`config.mk`:
```
export PLATFORM = sky130hd
export DESIGN_NAME = adc_sclk_burst_gen
export DESIGN_NICKNAME = d
export VERILOG_FILES = /design/src/rtl/adc_sclk_pkg.sv /design/src/rtl/adc_sclk_div.sv /design/src/rtl/adc_sclk_burst_gen.sv
export SDC_FILE = /design/constraint.sdc
export NUM_CORES = 1
export LEC_CHECK = 0
export ABC_AREA = 0
export CORE_ASPECT_RATIO = 0.8
export CORE_MARGIN = 2
export CORE_UTILIZATION = 53
export CTS_CLUSTER_SIZE = 12
export DETAILED_ROUTE_END_ITERATION = 6
export HOLD_SLACK_MARGIN = 0.15
export PLACE_DENSITY = 0.78
export SYNTH_ARGS = -nofsm -noshare
export SYNTH_HDL_FRONTEND = slang
export SYNTH_SLANG_ARGS = --single-unit
```
`constraint.sdc`:
```
create_clock -name i_clk -period 2.4 [get_ports i_clk]
set_clock_uncertainty 0.1 [all_clocks]
set_input_delay 0.72 -clock i_clk [delete_from_list [all_inputs] [get_ports i_clk]]
set_output_delay 0.72 -clock i_clk [all_outputs]
set_load 0.005 [all_outputs]
```
`src/rtl/adc_sclk_pkg.sv`:
```
// Shared types and constants for the ADC SCLK burst generator.
package adc_sclk_pkg;

  // Burst sequencer states.
  typedef enum logic [1:0] {
    ST_IDLE = 2'd0,
    ST_LEAD = 2'd1,
    ST_RUN  = 2'd2,
    ST_TAIL = 2'd3
  } state_t;

  // SCLK level whenever no clock edges are being generated.
  localparam logic SCLK_IDLE = 1'b1;

endpackage

```
`src/rtl/adc_sclk_div.sv`:
```
// Loadable half-period down-counter. o_phase_end is high while the counter
// sits at zero, marking the last i_clk cycle of the current SCLK phase.
module adc_sclk_div
  import adc_sclk_pkg::*;
#(
  parameter int DIV_W = 4
) (
  input  logic             i_clk,
  input  logic             i_rst,
  input  logic             i_load,
  input  logic [DIV_W-1:0] i_load_val,
  output logic             o_phase_end
);

  localparam logic [DIV_W-1:0] DIV_ZERO = {DIV_W{1'b0}};
  localparam logic [DIV_W-1:0] DIV_ONE  = DIV_W'(1);

  logic [DIV_W-1:0] r_cnt;

  // Reload at each phase start, otherwise count down and hold at zero.
  always_ff @(posedge i_clk) begin
    if (i_rst) begin
      r_cnt <= DIV_ZERO;
    end else if (i_load) begin
      r_cnt <= i_load_val;
    end else if (r_cnt != DIV_ZERO) begin
      r_cnt <= r_cnt - DIV_ONE;
    end else begin
      r_cnt <= r_cnt;
    end
  end

  assign o_phase_end = (r_cnt == DIV_ZERO);

endmodule

```
`src/rtl/adc_sclk_burst_gen.sv`:
```
// ADC SCLK burst generator: asserts the selected chip selects, produces a
// burst of N SCLK periods (each H i_clk cycles low then H high) and returns
// to idle with a one-cycle done pulse. SCLK leaves through a DDR output
// buffer, so both DDR levels are driven from registers.
// Optional feature: define ADC_SCLK_FULLRATE_EN to enable full-rate mode
// (i_half == 0 gives SCLK = ~i_clk for N cycles). Without it, i_half == 0
// behaves as a half-period of one cycle.
module adc_sclk_burst_gen
  import adc_sclk_pkg::*;
#(
  parameter int NCH   = 2,
  parameter int CNT_W = 5,
  parameter int DIV_W = 4
) (
  input  logic             i_clk,
  input  logic             i_rst,
  input  logic             i_start,
  input  logic [NCH-1:0]   i_ch_mask,
  input  logic [CNT_W-1:0] i_nbits,
  input  logic [DIV_W-1:0] i_half,
  output logic             o_busy,
  output logic             o_done,
  output logic [NCH-1:0]   o_cs_n,
  output logic             o_sclk_fall,
  output logic             o_adc_sclk_ddr_h,
  output logic             o_adc_sclk_ddr_l
);

  localparam logic [CNT_W-1:0] CNT_ZERO = {CNT_W{1'b0}};
  localparam logic [CNT_W-1:0] CNT_ONE  = CNT_W'(1);
  localparam logic [DIV_W-1:0] DIV_ZERO = {DIV_W{1'b0}};
  localparam logic [DIV_W-1:0] DIV_ONE  = DIV_W'(1);
  localparam logic [NCH-1:0]   CS_IDLE  = {NCH{1'b1}};

  state_t           r_state;
  logic [CNT_W-1:0] r_nbits;
  logic [CNT_W-1:0] r_per_cnt;
  logic [DIV_W-1:0] r_half;
  logic [NCH-1:0]   r_cs_n;
  logic             r_busy;
  logic             r_done;
  logic             r_fall;
  logic             r_ddr_h;
  logic             r_ddr_l;
`ifdef ADC_SCLK_FULLRATE_EN
  logic             r_full;
`endif

  logic             w_phase_end;
  logic             w_div_load;
  logic [DIV_W-1:0] w_div_val;
  logic [DIV_W-1:0] w_half_eff;

`ifdef ADC_SCLK_FULLRATE_EN
  assign w_half_eff = i_half;
`else
  // Without full-rate support a zero half-period is the fastest divided rate.
  assign w_half_eff = (i_half == DIV_ZERO) ? DIV_ONE : i_half;
`endif

  // A new phase starts on entry to RUN and at each phase end inside RUN.
  assign w_div_load = (r_state == ST_LEAD) || ((r_state == ST_RUN) && w_phase_end);
  assign w_div_val  = r_half - DIV_ONE;

  adc_sclk_div #(
    .DIV_W(DIV_W)
  ) u_div (
    .i_clk      (i_clk),
    .i_rst      (i_rst),
    .i_load     (w_div_load),
    .i_load_val (w_div_val),
    .o_phase_end(w_phase_end)
  );

  // Burst sequencer with all outputs registered; r_ddr_h doubles as the
  // current SCLK level in divided mode.
  always_ff @(posedge i_clk) begin
    if (i_rst) begin
      r_state   <= ST_IDLE;
      r_nbits   <= CNT_ZERO;
      r_per_cnt <= CNT_ZERO;
      r_half    <= DIV_ZERO;
      r_cs_n    <= CS_IDLE;
      r_busy    <= 1'b0;
      r_done    <= 1'b0;
      r_fall    <= 1'b0;
      r_ddr_h   <= SCLK_IDLE;
      r_ddr_l   <= SCLK_IDLE;
`ifdef ADC_SCLK_FULLRATE_EN
      r_full    <= 1'b0;
`endif
    end else begin
      r_done <= 1'b0;
      r_fall <= 1'b0;
      case (r_state)
        ST_IDLE: begin
          if (i_start && (i_nbits != CNT_ZERO)) begin
            r_state <= ST_LEAD;
            r_nbits <= i_nbits;
            r_half  <= w_half_eff;
`ifdef ADC_SCLK_FULLRATE_EN
            r_full  <= (i_half == DIV_ZERO);
`endif
            r_cs_n  <= ~i_ch_mask;
            r_busy  <= 1'b1;
            r_ddr_h <= SCLK_IDLE;
            r_ddr_l <= SCLK_IDLE;
          end else if (i_start) begin
            // Zero-length request: acknowledge without touching CS or SCLK.
            r_done <= 1'b1;
          end else begin
            r_state <= ST_IDLE;
          end
        end
        ST_LEAD: begin
          r_state   <= ST_RUN;
          r_per_cnt <= CNT_ONE;
          r_fall    <= 1'b1;
`ifdef ADC_SCLK_FULLRATE_EN
          if (r_full) begin
            r_ddr_h <= 1'b0;
            r_ddr_l <= 1'b1;
          end else begin
            r_ddr_h <= ~SCLK_IDLE;
            r_ddr_l <= ~SCLK_IDLE;
          end
`else
          r_ddr_h <= ~SCLK_IDLE;
          r_ddr_l <= ~SCLK_IDLE;
`endif
        end
        ST_RUN: begin
`ifdef ADC_SCLK_FULLRATE_EN
          if (r_full) begin
            // One SCLK period per i_clk cycle.
            if (r_per_cnt == r_nbits) begin
              r_state <= ST_TAIL;
              r_ddr_h <= SCLK_IDLE;
              r_ddr_l <= SCLK_IDLE;
            end else begin
              r_per_cnt <= r_per_cnt + CNT_ONE;
              r_fall    <= 1'b1;
            end
          end else begin
`endif
          if (w_phase_end) begin
            if (r_ddr_h == ~SCLK_IDLE) begin
              r_ddr_h <= SCLK_IDLE;
              r_ddr_l <= SCLK_IDLE;
            end else if (r_per_cnt == r_nbits) begin
              r_state <= ST_TAIL;
            end else begin
              r_per_cnt <= r_per_cnt + CNT_ONE;
              r_ddr_h   <= ~SCLK_IDLE;
              r_ddr_l   <= ~SCLK_IDLE;
              r_fall    <= 1'b1;
            end
          end else begin
            r_state <= ST_RUN;
          end
`ifdef ADC_SCLK_FULLRATE_EN
          end
`endif
        end
        ST_TAIL: begin
          r_state   <= ST_IDLE;
          r_per_cnt <= CNT_ZERO;
          r_cs_n    <= CS_IDLE;
          r_busy    <= 1'b0;
          r_done    <= 1'b1;
          r_ddr_h   <= SCLK_IDLE;
          r_ddr_l   <= SCLK_IDLE;
        end
        default: begin
          r_state   <= ST_IDLE;
          r_per_cnt <= CNT_ZERO;
          r_cs_n    <= CS_IDLE;
          r_busy    <= 1'b0;
          r_ddr_h   <= SCLK_IDLE;
          r_ddr_l   <= SCLK_IDLE;
        end
      endcase
    end
  end

  assign o_busy           = r_busy;
  assign o_done           = r_done;
  assign o_cs_n           = r_cs_n;
  assign o_sclk_fall      = r_fall;
  assign o_adc_sclk_ddr_h = r_ddr_h;
  assign o_adc_sclk_ddr_l = r_ddr_l;

endmodule

```
==> results.py, run 1 <==
metrics = {
    "worst_hold_path": {
        "hold_path_depth": 2,
        "whs_endpoint": "r_nbits[4]",
        "hold_path.class": "reg -> reg",
        "worst_hold_startpoint": "r_nbits[4]",
    },
    "power_and_ir_drop": {
        "p_leak_nw": 0.7055,
        "max-vdd-ir-drop_v": 0.0006199,
        "power_density_nw_per_um2": 904.3,
    },
    "routing": {
        "postRouteAntennaNets": 0,
        "drc": 0,
        "firstDrtPassIters": 4,
        "wl_um": 3005,
        "vias": 1237,
        "wire_per_inst_um": 13.36,
        "first_iter_violations": 63,
        "post_drt_via_cell_ratio": 5.498,
    },
    "clock_network": {
        "clock_sinks": 27,
        "cts_buffer_depth": 2,
        "cts_resized": 0,
        "ctsHoldBuffers": 0,
        "clk_pin_slew_worst_paths_ps": 150,
        "clkLatencyLatePin_ps": 330,
        "cts_tree": "built",
        "cts_setup_buffers": 0,
        "root_buffer": "clkbuf_4",
        "h-tree-depth": 1,
        "numCtsBuffers": 3,
    },
    "setup_path": {
        "timing.critical_path.buf_inv": 2,
        "cp-start-kind": "primary input",
        "worstReg2RegStart": "r_state[0]",
        "reg2reg_slack_ps": 250,
        "cpMaxStageDelayCell": "or4_1",
        "cp_slowest_stage_delay_ps": 600,
        "arrival_ps": 2480,
        "cp_cell_sequence": "clkdlybuf4s50_1 > or4_1 > o21ai_2 > buf_4 > nand2_1 > a21bo_2 > a21oi_1",
        "regToRegEndpoint": "r_per_cnt[4]",
        "required_ps": 2570,
        "critical_path_class": "in -> reg",
        "cpLargestDelayFamily": "simple AND/OR/NAND/NOR gates",
        "crit_fanout": 4,
        "end_kind": "flip-flop",
        "ff2ff_path_depth": 6,
    },
    "sta": {
        "report.final.setup_viol": 0,
        "post-route-period-util_pct": 96.43,
        "finalHoldViolCount": 0,
        "fin_tns_setup_ps": 0,
        "rsz0062_at_grt": "no",
        "finalCriticalPeriod_ps": 2314,
        "max_slew_margin_pct": 57.98,
        "whs_ps": 382.8,
        "drv_slew": 0,
        "worst_slew_pin_slew_ps": 630.2,
        "timing.fmax_mhz": 432.1,
    },
    "finish": {
        "area_growth_pct": 24.42,
        "finish.utilization_pct": 70.43,
        "layout_commonest_cell": "dfxtp_1",
        "final_cell_mix": "dfxtp_1 (27), clkdlybuf4s50_1 (20), nor2_1 (16)",
        "drive_gt1_share_pct": 13.23,
        "final_nets": 211,
        "antenna_cells": 0,
        "nFillCells": 203,
    },
    "yosys": {
        "synthCells": 158,
        "synthesis.area_um2": 1394,
        "ys_seq_area_share_pct": 38.78,
        "yosys_warnings": 0,
        "synthArstFlopShare_pct": 0,
        "yosysTopAreaCell": "dfxtp_1",
        "synth_ff_type": "dfxtp_1",
        "yosys_register_bits": 27,
        "ys_types": 44,
        "ys_top_cells_by_area": "dfxtp_1 (39%), ha_1 (6.3%), a21oi_1 (5.0%), mux2i_1 (5.0%), nor2_1 (4.3%)",
        "synth_area_per_cell_um2": 8.822,
        "synth_edf_count": 0,
        "synth_top_area_share_pct": 38.78,
        "syn_nets": 179,
    },
    "global_route": {
        "grt_antenna_before_repair": 0,
        "grt-ovfl-total": 0,
        "grt_pass1_vias": 1185,
        "grt_first_pass_wirelength_um": 5085,
        "grt_usage_pct": 21.81,
        "grt_start_max_net_pins": 19,
    },
    "floorplanning": {
        "dieArea_um2": 3059,
        "io_pins": 21,
        "die_x_um": 61.34,
        "die_y_um": 49.87,
        "start_util_pct": 56.61,
        "rows": 16,
        "coreArea_um2": 2462,
    },
    "placed_design": {
        "io_buffers": 20,
        "hpwlAfterDp_um": 2307,
        "gp_congestion": 0.7756,
    },
    "outcome": {
        "outcome": "finished, final reports clean",
    },
    "flow_run": {
        "cap_violations": 0,
    },
}
==> worst reg2reg max path: cells and delay by family, from the launching register on <==
family	cells	cell delay, ps
buffers and inverters	1	140
AOI/OAI and AO/OA	3	800
adders and majority gates	1	590
DFF	1	360
and+or+nand+nor	1	120
==> cell usage after synthesis (2+ instances only) <==
cell type   n
dfxtp_1    27
o211ai_1    2
nor3_1      5
inv_1       8
o311a_1     2
ha_1        7
o31ai_1     2
clkbuf_1    2
xnor2_1     5
mux2i_1     7
buf_2       3
o21ai_0     6
o22ai_1     2
xor2_1      2
or3_1       3
a21oi_1    14
nor2_1     16
nand2_1    13
nand3_1     7
==> flip-flops by register name, summed over array words and instances, names as in the netlist <==
name / count
r_nbits: 5
o_adc_sclk_ddr_h: 1
u_div.r_cnt: 4
o_adc_sclk_ddr_l: 1
o_cs_n: 2
o_done: 1
r_half: 4
o_busy: 1
o_sclk_fall: 1
r_per_cnt: 5
r_state: 2
==> layout make-up <==
class | instances | area (µm²) | share of cell area [%]
Multi-Input combinational cell | 116 | 789.5 | 45.53
Tap cell | 36 | 45.04 | 2.597
Timing Repair Buffer | 33 | 297.8 | 17.17
Clock inverter | 1 | 5.005 | 0.2886
Clock buffer | 3 | 22.52 | 1.299
Sequential cell | 27 | 540.5 | 31.17
Inverter | 9 | 33.78 | 1.948
==> through the flow <==
| stage | power, mW | worst slack [ps] | area, µm² | cells |
|---|---|---|---|---|
| 6_report | 1.568 | 85.64 | 1734 | 225 |
| 5_1_grt | 1.690 | 9.514 | 1734 | 225 |
| 4_1_cts | 1.572 | 61.29 | 1730 | 225 |
| 3_5_place_dp | 1.372 | -272.7 | 1703 | 221 |
| 3_3_place_gp | 1.336 | -231.6 | 1703 | 221 |
| 2_1_floorplan | 1.151 | 202.7 | 1394 | 158 |
==> logic make-up (layout without fill, tap and decap cells) <==
| logic type | count (synthesis) | count (layout) | share of synthesized area, % |
|---|---|---|---|
| buf+inv | 15 | 46 | 4.847 |
| simple gates | 54 | 54 | 19.48 |
| compound gates | 41 | 41 | 21.19 |
| mux | 7 | 7 | 5.027 |
| xor+xnor | 7 | 7 | 4.399 |
| fa+ha+maj | 7 | 7 | 6.283 |
| flops | 27 | 27 | 38.78 |
==> worst max-delay path by stage <==
stage	startpoint	endpoint	slack, ps	depth (start not counted)
after floorplan	i_nbits[0]	o_adc_sclk_ddr_l	200	4
after global placement	i_nbits[0]	o_busy	-230	7
after detailed placement	i_nbits[0]	o_busy	-270	7
after CTS	i_nbits[0]	o_busy	60	7
after global routing	r_state[0]	r_per_cnt[4]	10	6
final	i_nbits[0]	o_busy	90	7
==> routing by layer <==
layer | share of wire [%] | wire length [µm] | track usage (%)
met1 | 47 | 1412 | 28.38
met5 | 0 | 0 | 0
met3 | 4.6 | 138 | 4.724
met2 | 47 | 1409 | 36.70
met4 | 1.5 | 45 | 4.610
==> report_power, final <==
group | internal, mW | switching [mW] | total (mW) | leakage (nW)
sequential | 0.535 | 0.0804 | 0.615 | 0.222
clock | 0.0626 | 0.135 | 0.197 | 0.0177
combinational | 0.360 | 0.396 | 0.756 | 0.466
total | 0.957 | 0.611 | 1.57 | 0.706
Note: power is estimated with default switching activity, not from simulation.
==> run 2: changes to the inputs <==
--- a/config.mk
+++ b/config.mk
@@ -6,6 +6,7 @@
 export NUM_CORES = 1
 export LEC_CHECK = 0
 export ABC_AREA = 0
+export CAP_MARGIN = 20
 export CORE_ASPECT_RATIO = 0.8
 export CORE_MARGIN = 2
 export CORE_UTILIZATION = 53
==> results of run 2 <==
The final DEF is identical to that of run 1; final timing and power are the same.
==> run 3: changes to the inputs <==
--- a/config.mk
+++ b/config.mk
@@ -13,7 +13,7 @@
 export CTS_CLUSTER_SIZE = 12
 export DETAILED_ROUTE_END_ITERATION = 6
 export HOLD_SLACK_MARGIN = 0.15
-export PLACE_DENSITY = 0.78
+export PLACE_DENSITY = 0.77
 export SYNTH_ARGS = -nofsm -noshare
 export SYNTH_HDL_FRONTEND = slang
 export SYNTH_SLANG_ARGS = --single-unit
==> results.py, run 3 (synthesis gave the netlist of run 1 again) <==
metrics = {
    "finish": {
        "reg.largest.list": "r_nbits x5, r_per_cnt x5",
        "multi_input_area_um2": 793.3,
        "area_growth_pct": 24.15,
        "final_nets": 210,
        "antenna_cells": 0,
        "finish.utilization_pct": 70.27,
        "drive_gt1_share_pct": 13.30,
        "nFillCells": 202,
        "final_cell_area_um2": 1730,
        "layout_commonest_cell": "dfxtp_1",
        "stdcell_count": 224,
        "final_cell_mix": "dfxtp_1 (27), clkdlybuf4s50_1 (20), nor2_1 (16)",
        "seq_area_um2": 540.5,
    },
    "setup_path": {
        "crit_fanout": 3,
        "cpMaxStageDelayCell": "or4_4",
        "timing.critical_path.buf_inv": 3,
        "arrival_ps": 2470,
        "cp_cell_sequence": "clkdlybuf4s50_1 > or4_4 > nor3_1 > buf_4 > buf_4 > nor2_1 > nor3_1",
        "cp_slowest_stage_delay_ps": 570,
        "critical_path_class": "in -> reg",
        "cpLargestDelayFamily": "simple AND/OR/NAND/NOR gates",
        "cp-start-kind": "primary input",
        "end_kind": "flip-flop",
        "required_ps": 2550,
    },
    "outcome": {
        "outcome": "finished, final reports clean",
    },
    "sta": {
        "timing.fmax_mhz": 432.5,
        "fin_ws_ps": 87.98,
        "post-route-period-util_pct": 96.33,
        "rsz0062_at_grt": "no",
        "drv_slew": 0,
        "worst_slew_pin_slew_ps": 624.6,
        "finalHoldViolCount": 0,
        "report.final.setup_viol": 0,
        "max_slew_margin_pct": 58.36,
        "fin_tns_setup_ps": 0,
        "finalCriticalPeriod_ps": 2312,
    },
    "clock_network": {
        "ctsHoldBuffers": 0,
        "root_buffer": "clkbuf_4",
        "clk_pin_slew_worst_paths_ps": 150,
        "cts_tree": "built",
        "clock_sinks": 27,
        "cts_buffer_depth": 2,
        "h-tree-depth": 1,
        "clkLatencyLatePin_ps": 330,
        "numCtsBuffers": 3,
    },
    "global_route": {
        "grt-ovfl-total": 0,
        "grt_first_pass_wirelength_um": 5202,
        "grt_antenna_before_repair": 0,
        "grt_usage_pct": 22.34,
        "grt_start_max_net_pins": 19,
        "grt_pass1_vias": 1198,
    },
    "power_and_ir_drop": {
        "p_leak_nw": 0.7024,
        "power_density_nw_per_um2": 908.8,
        "max-vdd-ir-drop_v": 0.0006465,
    },
    "routing": {
        "firstDrtPassIters": 5,
        "first_iter_violations": 99,
        "postRouteAntennaNets": 0,
        "post_drt_via_cell_ratio": 5.705,
        "wl_um": 3181,
        "vias": 1278,
        "wire_per_inst_um": 14.20,
        "drc": 0,
    },
    "worst_hold_path": {
        "hold_path.class": "reg -> reg",
    },
    "floorplanning": {
        "io_pins": 21,
        "coreArea_um2": 2462,
        "die_x_um": 61.34,
        "dieArea_um2": 3059,
        "die_y_um": 49.87,
        "start_util_pct": 56.61,
        "rows": 16,
    },
    "placed_design": {
        "place_ws_ps": -322.2,
        "gp_congestion": 0.8579,
        "dpl.cell_count": 220,
        "hpwlAfterDp_um": 2414,
        "place_area_um2": 1695,
        "io_buffers": 20,
    },
    "flow_run": {
        "cap_violations": 0,
    },
}
[run 3: cell types whose count changed in the layout (fill, tap and decap cells not counted)]
cell / delta
buf_4: -1
or4_4: +1
or4_1: -1
[run 3: area by class of cell]
type	count	area share, %
Multi-Input combinational cell	116	45.84
Tap cell	36	2.603
Inverter	9	1.952
Clock inverter	1	0.2892
Timing Repair Buffer	32	16.78
Clock buffer	3	1.302
Sequential cell	27	31.24
[run 3: repair_timing]
action	in CTS	in global routing
resized for setup	1	1
endpoints found under the setup margin	2	2
buffers inserted	0	0
[run 3: through the flow]
stage	total power, mW	hold WS [ps]
detailed placement	1.367	369.0
global route	1.673	417.0
global placement	1.330	359.5
floorplan	1.151	349.6
CTS	1.561	387.8
finish	1.573	385.1
[run 3: worst register-to-register path: stages, from the launching register on]
cell and delay [ps]:
dfxtp_1 370, inv_1 120, ha_1 570, nor2_1 120, a311oi_2 460, o21ai_0 160, a21oi_1 140
[run 3: worst paths after layout]
path	end	from	depth (start not counted)	slack, ps
setup reg to reg	r_per_cnt[4]	r_state[1]	6	300
hold reg to reg	r_nbits[3]	r_nbits[3]	2	390
hold / removal	r_nbits[3]	r_nbits[3]	2	390
setup / recovery	o_done	i_nbits[0]	7	90
[run 3: power breakdown]
part,internal (mW),switching (mW)
Clock,0.0626,0.136
Combinational,0.352,0.407
Sequential,0.535,0.0798
[run 3: metal layers]
layer	routed length, µm	GRT usage [%]	vias to the layer above
li1	-	-	633
met1	1454	30.18	597
met2	1526	36.35	42
met3	161	4.724	6
met4	38	4.965	0
met5	0	0	-
